### config.mk
export PLATFORM = sky130hd
export DESIGN_NAME = alu_op_sequencer_flat
export DESIGN_NICKNAME = d
export VERILOG_FILES = /design/src/rtl/alu_op_sequencer_if.sv /design/src/rtl/alu_op_sequencer.sv /design/src/flat_wrapper.sv
export SDC_FILE = /design/constraint.sdc
export NUM_CORES = 1
export LEC_CHECK = 0
export ABC_CLOCK_PERIOD_IN_PS = 15800
export CORE_MARGIN = 1
export CORE_UTILIZATION = 40
export CTS_CLUSTER_DIAMETER = 120
export DETAILED_ROUTE_END_ITERATION = 10
export HOLD_SLACK_MARGIN = 0.08
export PLACE_DENSITY = 0.88
export SLEW_MARGIN = 20
export SYNTH_ARGS = -nofsm -noshare
export SYNTH_HDL_FRONTEND = slang
export SYNTH_SLANG_ARGS = --single-unit
### constraint.sdc
create_clock -name clk -period 15.8 [get_ports clk]
set_clock_uncertainty 0.05 [all_clocks]
set_input_delay 2.37 -clock clk [delete_from_list [all_inputs] [get_ports clk]]
set_output_delay 2.37 -clock clk [all_outputs]
set_load 0.005 [all_outputs]
### src/rtl/alu_op_sequencer_if.sv
// ---------------------------------------------------------------------------
// alu_op_sequencer_if
// Bundles the three buses around the ALU issue controller:
//   req_* : requester -> sequencer operation handshake
//   alu_* : sequencer -> ALU datapath operands/select, ALU -> sequencer result
//   rsp_* : sequencer -> requester result handshake
// Modports:
//   slave  : view of the sequencer itself (accepts requests, owns alu_* drive)
//   master : view of the surrounding environment (requester + ALU datapath)
// ---------------------------------------------------------------------------
interface alu_op_sequencer_if;
    logic               req_valid;
    logic               req_ready;
    logic [3:0]         req_opcode;
    logic               req_s;
    logic [31:0]        req_op1;
    logic [31:0]        req_op2;
    logic [15:0]        req_imm;
    logic [4:0]         req_shamt;

    logic [3:0]         alu_sel;
    logic [31:0]        alu_in1;
    logic [31:0]        alu_in2;
    logic [15:0]        alu_imm;
    logic [4:0]         alu_shamt;
    logic               alu_s_bit;
    logic [31:0]        alu_result;
    logic [3:0]         alu_flags;

    logic               rsp_valid;
    logic               rsp_ready;
    logic [31:0]        rsp_result;
    logic [3:0]         rsp_flags;
    logic               rsp_err;

    modport slave (
        input  req_valid, req_opcode, req_s, req_op1, req_op2, req_imm, req_shamt,
        output req_ready,
        output alu_sel, alu_in1, alu_in2, alu_imm, alu_shamt, alu_s_bit,
        input  alu_result, alu_flags,
        output rsp_valid, rsp_result, rsp_flags, rsp_err,
        input  rsp_ready
    );

    modport master (
        output req_valid, req_opcode, req_s, req_op1, req_op2, req_imm, req_shamt,
        input  req_ready,
        input  alu_sel, alu_in1, alu_in2, alu_imm, alu_shamt, alu_s_bit,
        output alu_result, alu_flags,
        input  rsp_valid, rsp_result, rsp_flags, rsp_err,
        output rsp_ready
    );
endinterface

### src/rtl/alu_op_sequencer.sv
// ---------------------------------------------------------------------------
// alu_op_sequencer
// Multi-cycle issue controller in front of the ALU datapath. Accepts one
// operation per request handshake, presents it to the ALU for an
// opcode-dependent number of cycles, captures the result and returns it on
// the response handshake. Owns the architectural NZCV flags register.
// Ports:
//   clk    : system clock, rising edge
//   rst_n  : asynchronous active-low reset
//   flush  : synchronous abort of any in-flight operation
//   bus    : req_*/alu_*/rsp_* buses (slave modport)
//   busy   : high whenever the sequencer is not IDLE
// Parameters:
//   BASE_LAT : issue-to-capture cycles for single-cycle ops (1..15)
//   MUL_LAT  : issue-to-capture cycles for MUL (1..15)
// ---------------------------------------------------------------------------
module alu_op_sequencer #(
    parameter int BASE_LAT = 1,
    parameter int MUL_LAT  = 4
) (
    input  logic                  clk,
    input  logic                  rst_n,
    input  logic                  flush,
    alu_op_sequencer_if.slave     bus,
    output logic                  busy
);

    // Latencies must fit the 4-bit down-counter and be at least one cycle.
    if (BASE_LAT < 1 || BASE_LAT > 15 || MUL_LAT < 1 || MUL_LAT > 15) begin : g_bad_lat
        $error("alu_op_sequencer: BASE_LAT and MUL_LAT must be in 1..15");
    end

    typedef enum logic [1:0] {IDLE, EXEC, DONE} state_t;

    localparam logic [3:0] OP_MUL   = 4'b0010;
    localparam logic [3:0] OP_CMP   = 4'b1011;
    localparam logic [3:0] BASE_CNT = 4'(BASE_LAT - 1);
    localparam logic [3:0] MUL_CNT  = 4'(MUL_LAT - 1);

    state_t      state_q, state_d;
    logic [3:0]  cnt_q, cnt_d;
    logic [31:0] result_q, result_d;
    logic [3:0]  flags_q, flags_d;
    logic        err_q, err_d;

    logic [3:0]  opcode_q, opcode_d;
    logic        s_q, s_d;
    logic [31:0] op1_q, op1_d;
    logic [31:0] op2_q, op2_d;
    logic [15:0] imm_q, imm_d;
    logic [4:0]  shamt_q, shamt_d;

    logic        latch_en;
    logic        reserved_op;

    assign reserved_op = (bus.req_opcode[3:2] == 2'b11);
    // A flush in IDLE also blocks the operand latch so nothing is half-accepted.
    assign latch_en    = (state_q == IDLE) && bus.req_valid && !flush;

    always_comb begin
        state_d  = state_q;
        cnt_d    = cnt_q;
        result_d = result_q;
        flags_d  = flags_q;
        err_d    = err_q;

        opcode_d = latch_en ? bus.req_opcode : opcode_q;
        s_d      = latch_en ? bus.req_s      : s_q;
        op1_d    = latch_en ? bus.req_op1    : op1_q;
        op2_d    = latch_en ? bus.req_op2    : op2_q;
        imm_d    = latch_en ? bus.req_imm    : imm_q;
        shamt_d  = latch_en ? bus.req_shamt  : shamt_q;

        case (state_q)
            IDLE: begin
                if (bus.req_valid) begin
                    if (reserved_op) begin
                        // Reserved opcodes never reach the ALU: respond at once.
                        state_d  = DONE;
                        err_d    = 1'b1;
                        result_d = 32'd0;
                    end else begin
                        state_d = EXEC;
                        cnt_d   = (bus.req_opcode == OP_MUL) ? MUL_CNT : BASE_CNT;
                    end
                end
            end
            EXEC: begin
                if (cnt_q == 4'd0) begin
                    // CMP only produces flags; its arithmetic result is dropped.
                    result_d = (opcode_q == OP_CMP) ? 32'd0 : bus.alu_result;
                    if (s_q || opcode_q == OP_CMP) begin
                        flags_d = bus.alu_flags;
                    end
                    state_d = DONE;
                end else begin
                    cnt_d = cnt_q - 4'd1;
                end
            end
            DONE: begin
                if (bus.rsp_ready) begin
                    state_d = IDLE;
                    err_d   = 1'b0;
                end
            end
            default: state_d = IDLE;
        endcase

        // Flush overrides everything, including a capture in the same cycle.
        if (flush) begin
            state_d  = IDLE;
            cnt_d    = 4'd0;
            result_d = result_q;
            flags_d  = flags_q;
            err_d    = 1'b0;
        end
    end

    always_ff @(posedge clk or negedge rst_n) begin
        if (!rst_n) begin
            state_q  <= IDLE;
            cnt_q    <= 4'd0;
            result_q <= 32'd0;
            flags_q  <= 4'd0;
            err_q    <= 1'b0;
        end else begin
            state_q  <= state_d;
            cnt_q    <= cnt_d;
            result_q <= result_d;
            flags_q  <= flags_d;
            err_q    <= err_d;
        end
    end

    // Operand latches are only observable through the EXEC-gated alu_* outputs,
    // so they need no reset.
    always_ff @(posedge clk) begin
        opcode_q <= opcode_d;
        s_q      <= s_d;
        op1_q    <= op1_d;
        op2_q    <= op2_d;
        imm_q    <= imm_d;
        shamt_q  <= shamt_d;
    end

    assign busy           = (state_q != IDLE);
    assign bus.req_ready  = (state_q == IDLE);
    assign bus.rsp_valid  = (state_q == DONE);
    assign bus.rsp_result = result_q;
    assign bus.rsp_flags  = flags_q;
    assign bus.rsp_err    = err_q;

    assign bus.alu_sel    = (state_q == EXEC) ? opcode_q : 4'd0;
    assign bus.alu_in1    = (state_q == EXEC) ? op1_q    : 32'd0;
    assign bus.alu_in2    = (state_q == EXEC) ? op2_q    : 32'd0;
    assign bus.alu_imm    = (state_q == EXEC) ? imm_q    : 16'd0;
    assign bus.alu_shamt  = (state_q == EXEC) ? shamt_q  : 5'd0;
    assign bus.alu_s_bit  = (state_q == EXEC) ? s_q      : 1'b0;

endmodule

### src/flat_wrapper.sv
// flat-port wrapper written by rule: the top's interface ports become plain ports
module alu_op_sequencer_flat 
#(
    parameter int BASE_LAT = 1,
    parameter int MUL_LAT  = 4
)
  (clk, rst_n, flush, busy, bus_req_valid, bus_req_opcode, bus_req_s, bus_req_op1, bus_req_op2, bus_req_imm, bus_req_shamt, bus_req_ready, bus_alu_sel, bus_alu_in1, bus_alu_in2, bus_alu_imm, bus_alu_shamt, bus_alu_s_bit, bus_alu_result, bus_alu_flags, bus_rsp_valid, bus_rsp_result, bus_rsp_flags, bus_rsp_err, bus_rsp_ready);
  alu_op_sequencer_if bus_i ();
  input  logic clk;
  input  logic rst_n;
  input  logic flush;
  output logic busy;
  input wire logic [$bits(bus_i.req_valid)-1:0] bus_req_valid;
  input wire logic [$bits(bus_i.req_opcode)-1:0] bus_req_opcode;
  input wire logic [$bits(bus_i.req_s)-1:0] bus_req_s;
  input wire logic [$bits(bus_i.req_op1)-1:0] bus_req_op1;
  input wire logic [$bits(bus_i.req_op2)-1:0] bus_req_op2;
  input wire logic [$bits(bus_i.req_imm)-1:0] bus_req_imm;
  input wire logic [$bits(bus_i.req_shamt)-1:0] bus_req_shamt;
  output wire logic [$bits(bus_i.req_ready)-1:0] bus_req_ready;
  output wire logic [$bits(bus_i.alu_sel)-1:0] bus_alu_sel;
  output wire logic [$bits(bus_i.alu_in1)-1:0] bus_alu_in1;
  output wire logic [$bits(bus_i.alu_in2)-1:0] bus_alu_in2;
  output wire logic [$bits(bus_i.alu_imm)-1:0] bus_alu_imm;
  output wire logic [$bits(bus_i.alu_shamt)-1:0] bus_alu_shamt;
  output wire logic [$bits(bus_i.alu_s_bit)-1:0] bus_alu_s_bit;
  input wire logic [$bits(bus_i.alu_result)-1:0] bus_alu_result;
  input wire logic [$bits(bus_i.alu_flags)-1:0] bus_alu_flags;
  output wire logic [$bits(bus_i.rsp_valid)-1:0] bus_rsp_valid;
  output wire logic [$bits(bus_i.rsp_result)-1:0] bus_rsp_result;
  output wire logic [$bits(bus_i.rsp_flags)-1:0] bus_rsp_flags;
  output wire logic [$bits(bus_i.rsp_err)-1:0] bus_rsp_err;
  input wire logic [$bits(bus_i.rsp_ready)-1:0] bus_rsp_ready;
  assign bus_i.req_valid = bus_req_valid;
  assign bus_i.req_opcode = bus_req_opcode;
  assign bus_i.req_s = bus_req_s;
  assign bus_i.req_op1 = bus_req_op1;
  assign bus_i.req_op2 = bus_req_op2;
  assign bus_i.req_imm = bus_req_imm;
  assign bus_i.req_shamt = bus_req_shamt;
  assign bus_req_ready = bus_i.req_ready;
  assign bus_alu_sel = bus_i.alu_sel;
  assign bus_alu_in1 = bus_i.alu_in1;
  assign bus_alu_in2 = bus_i.alu_in2;
  assign bus_alu_imm = bus_i.alu_imm;
  assign bus_alu_shamt = bus_i.alu_shamt;
  assign bus_alu_s_bit = bus_i.alu_s_bit;
  assign bus_i.alu_result = bus_alu_result;
  assign bus_i.alu_flags = bus_alu_flags;
  assign bus_rsp_valid = bus_i.rsp_valid;
  assign bus_rsp_result = bus_i.rsp_result;
  assign bus_rsp_flags = bus_i.rsp_flags;
  assign bus_rsp_err = bus_i.rsp_err;
  assign bus_i.rsp_ready = bus_rsp_ready;
  alu_op_sequencer #(.BASE_LAT(BASE_LAT), .MUL_LAT(MUL_LAT)) u_core (.clk(clk), .rst_n(rst_n), .flush(flush), .bus(bus_i), .busy(busy));
endmodule
Yosys cells after proc, flatten, opt, wreduce, memory -nomap -nowiden
Index checks and enable logic that the tools add are counted.
{ "classes": {"n_eq_ne": 14, "mux": 28, "n_bitwise": 1, "addsub": 1, "n_reduce_logical": 15} }
{ "ops": {"columns": ["cell", "count"], "rows": [
  ["2-to-1 mux 32 bit", 6],
  ["case mux 32 bit (2 select lines)", 1],
  ["2-to-1 mux 4 bit", 5],
  ["2-to-1 mux 16 bit", 1],
  ["2-to-1 mux 2 bit", 6],
  ["AND reduction 4 bit", 3],
  ["!= test 3 x 2 -> 1 bit (second input constant)", 3],
  ["!= test 3 bit (second input constant)", 3],
  ["case mux 4 bit (2 select lines)", 1],
  ["case mux 2 bit (3 select lines)", 1],
  ["nonzero test 3 bit", 2],
  ["2-to-1 mux 1 bit", 5],
  ["2-to-1 mux 5 bit", 1],
  ["AND reduction 5 bit", 1],
  ["equality test 2 bit (second input constant)", 2],
  ["equality test 4 x 2 -> 1 bit (second input constant)", 1],
  ["equality test 4 bit (second input constant)", 1],
  ["zero test 4 bit", 1],
  ["!= test 2 x 1 -> 1 bit (second input constant)", 2],
  ["nonzero test 2 bit", 2],
  ["subtractor 4 x 1 -> 4 bit (second input constant)", 1],
  ["AND reduction 3 bit", 1],
  ["equality test 2 x 1 -> 1 bit (second input constant)", 1],
  ["logical AND 1 bit", 2],
  ["6 further kinds", 6]
]} }
{ "word_totals": {"wordCells": 70, "out_inout_bits": 130, "regBits": 133, "input_bits": 131} }

Depth between registers and ports, before layout
{ "depth": {"word_depth": 6, "depth_mapped": 8, "ltp_nobuf": 6} }

Least setup slack after synthesis
OpenSTA, ideal clock, no wires.
{ "synth_timing": {"kind": "input to register", "from": "input flush", "to": "register u_core.err_q, in the netlist u_core.bus.rsp_err", "n_path_buf": 1, "arrival_time_ps": 12933, "setup_ps": 120, "path_slack_ps": 2697, "stages": 4, "cell_sequence": "buf_2 > nor4b_1 > a31oi_1 > a211oi_1"} }
{ "synth_between": {"elab_chain_cells": 2} }
{ "synth_lines": {"columns": ["element", "line_no", "rtl"], "rows": [
  ["start, declared", "flat_wrapper.sv:11", "input logic flush;"],
  ["!= test 3 x 2 -> 1 bit (no line), or another cell as far along", null, null],
  ["AND reduction 4 bit (no line)", null, null],
  ["end signal, assigned", "alu_op_sequencer.sv:131", "err_q <= err_d;"],
  ["end, declared", "alu_op_sequencer.sv:44", "logic err_q, err_d;"]
]} }
Parallel ways exist; a longest one is shown, timed or not.
A chain may end at the register's enable or synchronous reset.

Final worst setup path
{ "layout_timing": {"from": "register u_core.state_q[0]", "to": "output bus_alu_in1[29]"} }
{ "layout_between": {"elab_chain_cells": 2} }
{ "layout_lines": {"columns": ["element", "line_no", "rtl"], "rows": [
  ["start, declared", "alu_op_sequencer.sv:40", "state_t state_q, state_d;"],
  ["start signal, assigned", "alu_op_sequencer.sv:127", "state_q <= state_d;"],
  ["equality test 2 x 1 -> 1 bit", "alu_op_sequencer.sv:154", "assign bus.alu_in1 = (state_q == EXEC) ? op1_q : 32'd0;"],
  ["2-to-1 mux 32 bit", "alu_op_sequencer.sv:154", null],
  ["end, declared", "flat_wrapper.sv:22", "output wire logic [$bits(bus_i.alu_in1)-1:0] bus_alu_in1;"]
]} }
No other way between the ends.

==> flow_summary.ini <==
[timing]
fin_crit_sh_pct = 32.0
tns_ns = 0
setup_viol = 0
rsz0062_at_grt = false
worstMarginPinSlew_ns = 0.959
maxSlewHeadroom_pct = 36.0
hold_viol = 0
slew_violations = 0
fmax_ghz = 0.198
fin_crit_ns = 5.06

[synthesis]
synth_ff_type = edfxtp_1
avgSynthCellArea_sq_um = 13.5
ys_seq_area_share_pct = 72.0
synth.top_cell.area_share_pct = 51.5
synth_fp_nets = 523
synth_edf_count = 90
synth_seq_cells = 133
postSynthCellCount = 390
netlist_top_cells_area = edfxtp_1, dfrtp_1, and2_1
yosys_warnings = 0
yosysUniqueCellTypes = 35
synth_area_sq_um = 5250
ys_top_cells_by_count = and2_1, edfxtp_1, nand2_1
synth_area_leader_cell = edfxtp_1
synthArstFlopShare_pct = 32.3

[clock_network]
clockBufferDepth = 2
h-tree-depth = 4
worst_skew_pair.late_latency_ns = 0.41
cts_tree = yes
cts.root.buffer_cell = clkbuf_16
cts_sinks = 133
numCtsBuffers = 17
path_clk_slew_ns = 0.05
cts_hold_buf = 0
post_cts_buffers = 0
cts_resized = 0

[critical_path]
critical_path_class = reg2out
start_kind = flip-flop
cp-startpoint = u_core.state_q[0]
worstPathMaxFanout = 92
worstSetupEndpointType = output port
r2r_start = u_core.state_q[0]
cp-endpoint = bus_alu_in1[29]
arrival_ns = 2.64
r2r-end = u_core.cnt_q[2]
r2r_cells = 5
cp.required_ns = 13.38
r2r_slack_ns = 13.35

[placed_design]
gp_congestion = 0.815
hpwl_microns = 10300
port_buffers = 260

[detailed_routing]
wirelength_microns = 14600
wire_per_inst_microns = 17.4
ant_nets = 0
vias = 3979
drt-pass1-iter-count = 4
drt-initial-drc-count = 300
vias_per_cell = 4.75
drc = 0

[power]
p_leak_nw = 3.17
p_per_area_nw_per_um2 = 117
vdd_drop_max_uv = 70.8
power_mw = 1.01

[die]
dieArea_sq_um = 13600
die_y_microns = 117
coreArea_sq_um = 12700
chipWidth_microns = 117
rows = 41
boundaryPins = 261
start_util_pct = 41.2

[grt]
grt_use_total_pct = 21.0
grt_max_degree = 93
grt_pass1_wl_microns = 20600
grt_remaining_overflow = 0
grt_pass1_vias = 3825
grt_antenna_before_repair = 1

[job]
cap_violations = 0

[hold_path]
hold_class = reg2reg

[final_layout]
final_nets = 784
syn_to_final_growth_pct = 63.9
fillers = 893
drive_above_1_share_pct = 7.38

[run_status]
status = finished, final reports clean
[through the flow]
stage,utilization [%],area (sq um),setup WS [ns],hold slack [ns],cells
after floorplan,-,5250,2.70,0.421,390
after global placement,62.8,7990,10.98,0.410,803
after detailed placement,62.9,8000,10.95,0.422,803
after CTS,67.3,8560,10.71,0.435,835
after global routing,67.6,8590,10.54,0.461,837
final,67.6,8600,10.74,0.431,838
[flip-flops by register name, summed over array words and instances, names as in the netlist, 2 cells and up]
signal and cells:
u_core.op1_q 32, u_core.op2_q 32, u_core.bus.rsp_result 32, u_core.state_q 2, u_core.bus.rsp_flags 4, u_core.imm_q 16, u_core.cnt_q 4, u_core.opcode_q 4
u_core.shamt_q 5
[report_power, final]
| group | total (mW) | internal, mW | switching, mW |
|---|---|---|---|
| clock network | 0.376 | 0.231 | 0.144 |
| registers | 0.431 | 0.413 | 0.0179 |
| logic | 0.201 | 0.123 | 0.0779 |
| total | 1.01 | 0.768 | 0.240 |
[how the worst min path moves through the flow]
stage	slack, ns	end	from	cells past startpoint
after floorplan	0.42	u_core.bus.rsp_result[0]	u_core.bus.rsp_result[0]	2
after global placement	0.41	u_core.bus.rsp_result[2]	u_core.bus.rsp_result[2]	2
after detailed placement	0.42	u_core.bus.rsp_result[22]	u_core.bus.rsp_result[22]	2
after CTS	0.43	u_core.bus.rsp_result[22]	u_core.bus.rsp_result[22]	2
after global routing	0.46	u_core.bus.rsp_result[6]	u_core.bus.rsp_result[6]	2
final	0.43	u_core.bus.rsp_result[22]	u_core.bus.rsp_result[22]	2
[cell type report]
cell class,instances,area [sq um],share of cell area [%]
antenna,2,5.00,0.0582
clock buffer,19,433,5.04
clock inverter,13,134,1.56
inverter,4,15.0,0.175
multi-input combinational,231,1370,15.9
sequential,133,3780,44.0
tap,172,215,2.50
timing repair buffer,264,2650,30.8
[routing by layer]
layer  vias up  GRT usage (%)  wire (microns)
met4         0           9.23             331
met3        19           7.63            1330
met5         -              0               0
met2       199           36.7            7480
li1       1862              -               -
met1      1899           22.7            5410
[worst max-delay path, stage by stage (launching register included)]
cell and delay [ns]:
dfrtp_1 0.64, nor2b_4 0.23, buf_4 0.54, and2_1 0.24, clkdlybuf4s50_1 0.54
[kinds of logic after synthesis]
logic type	count (synthesis)	share of synthesized area [%]
flops	133	72.0
fa+ha+maj	2	0.477
simple gates	181	19.3
buf+inv	26	2.46
mux	4	0.859
compound gates	44	4.89
[cells in the final DEF, fill, tap and decap left out, types with 2 or more instances in the layout]
cell,count
nor3_1,2
nand3b_1,2
clkbuf_1,2
o21ai_1,5
inv_1,4
ha_1,2
clkdlybuf4s50_1,259
and2_1,90
nand2_1,65
dfrtp_1,43
clkinvlp_4,2
clkinv_2,4
and4b_1,2
clkbuf_16,17
a31oi_1,2
mux2_2,4
o21ai_0,28
or4b_1,2
a21oi_1,2
diode_2,2
nor2_1,7
clkinv_4,3
nor2_4,2
a211oi_1,3
buf_4,3
edfxtp_1,90
bufinv_16,2
No activity file was read; power rests on OpenSTA's default activity.
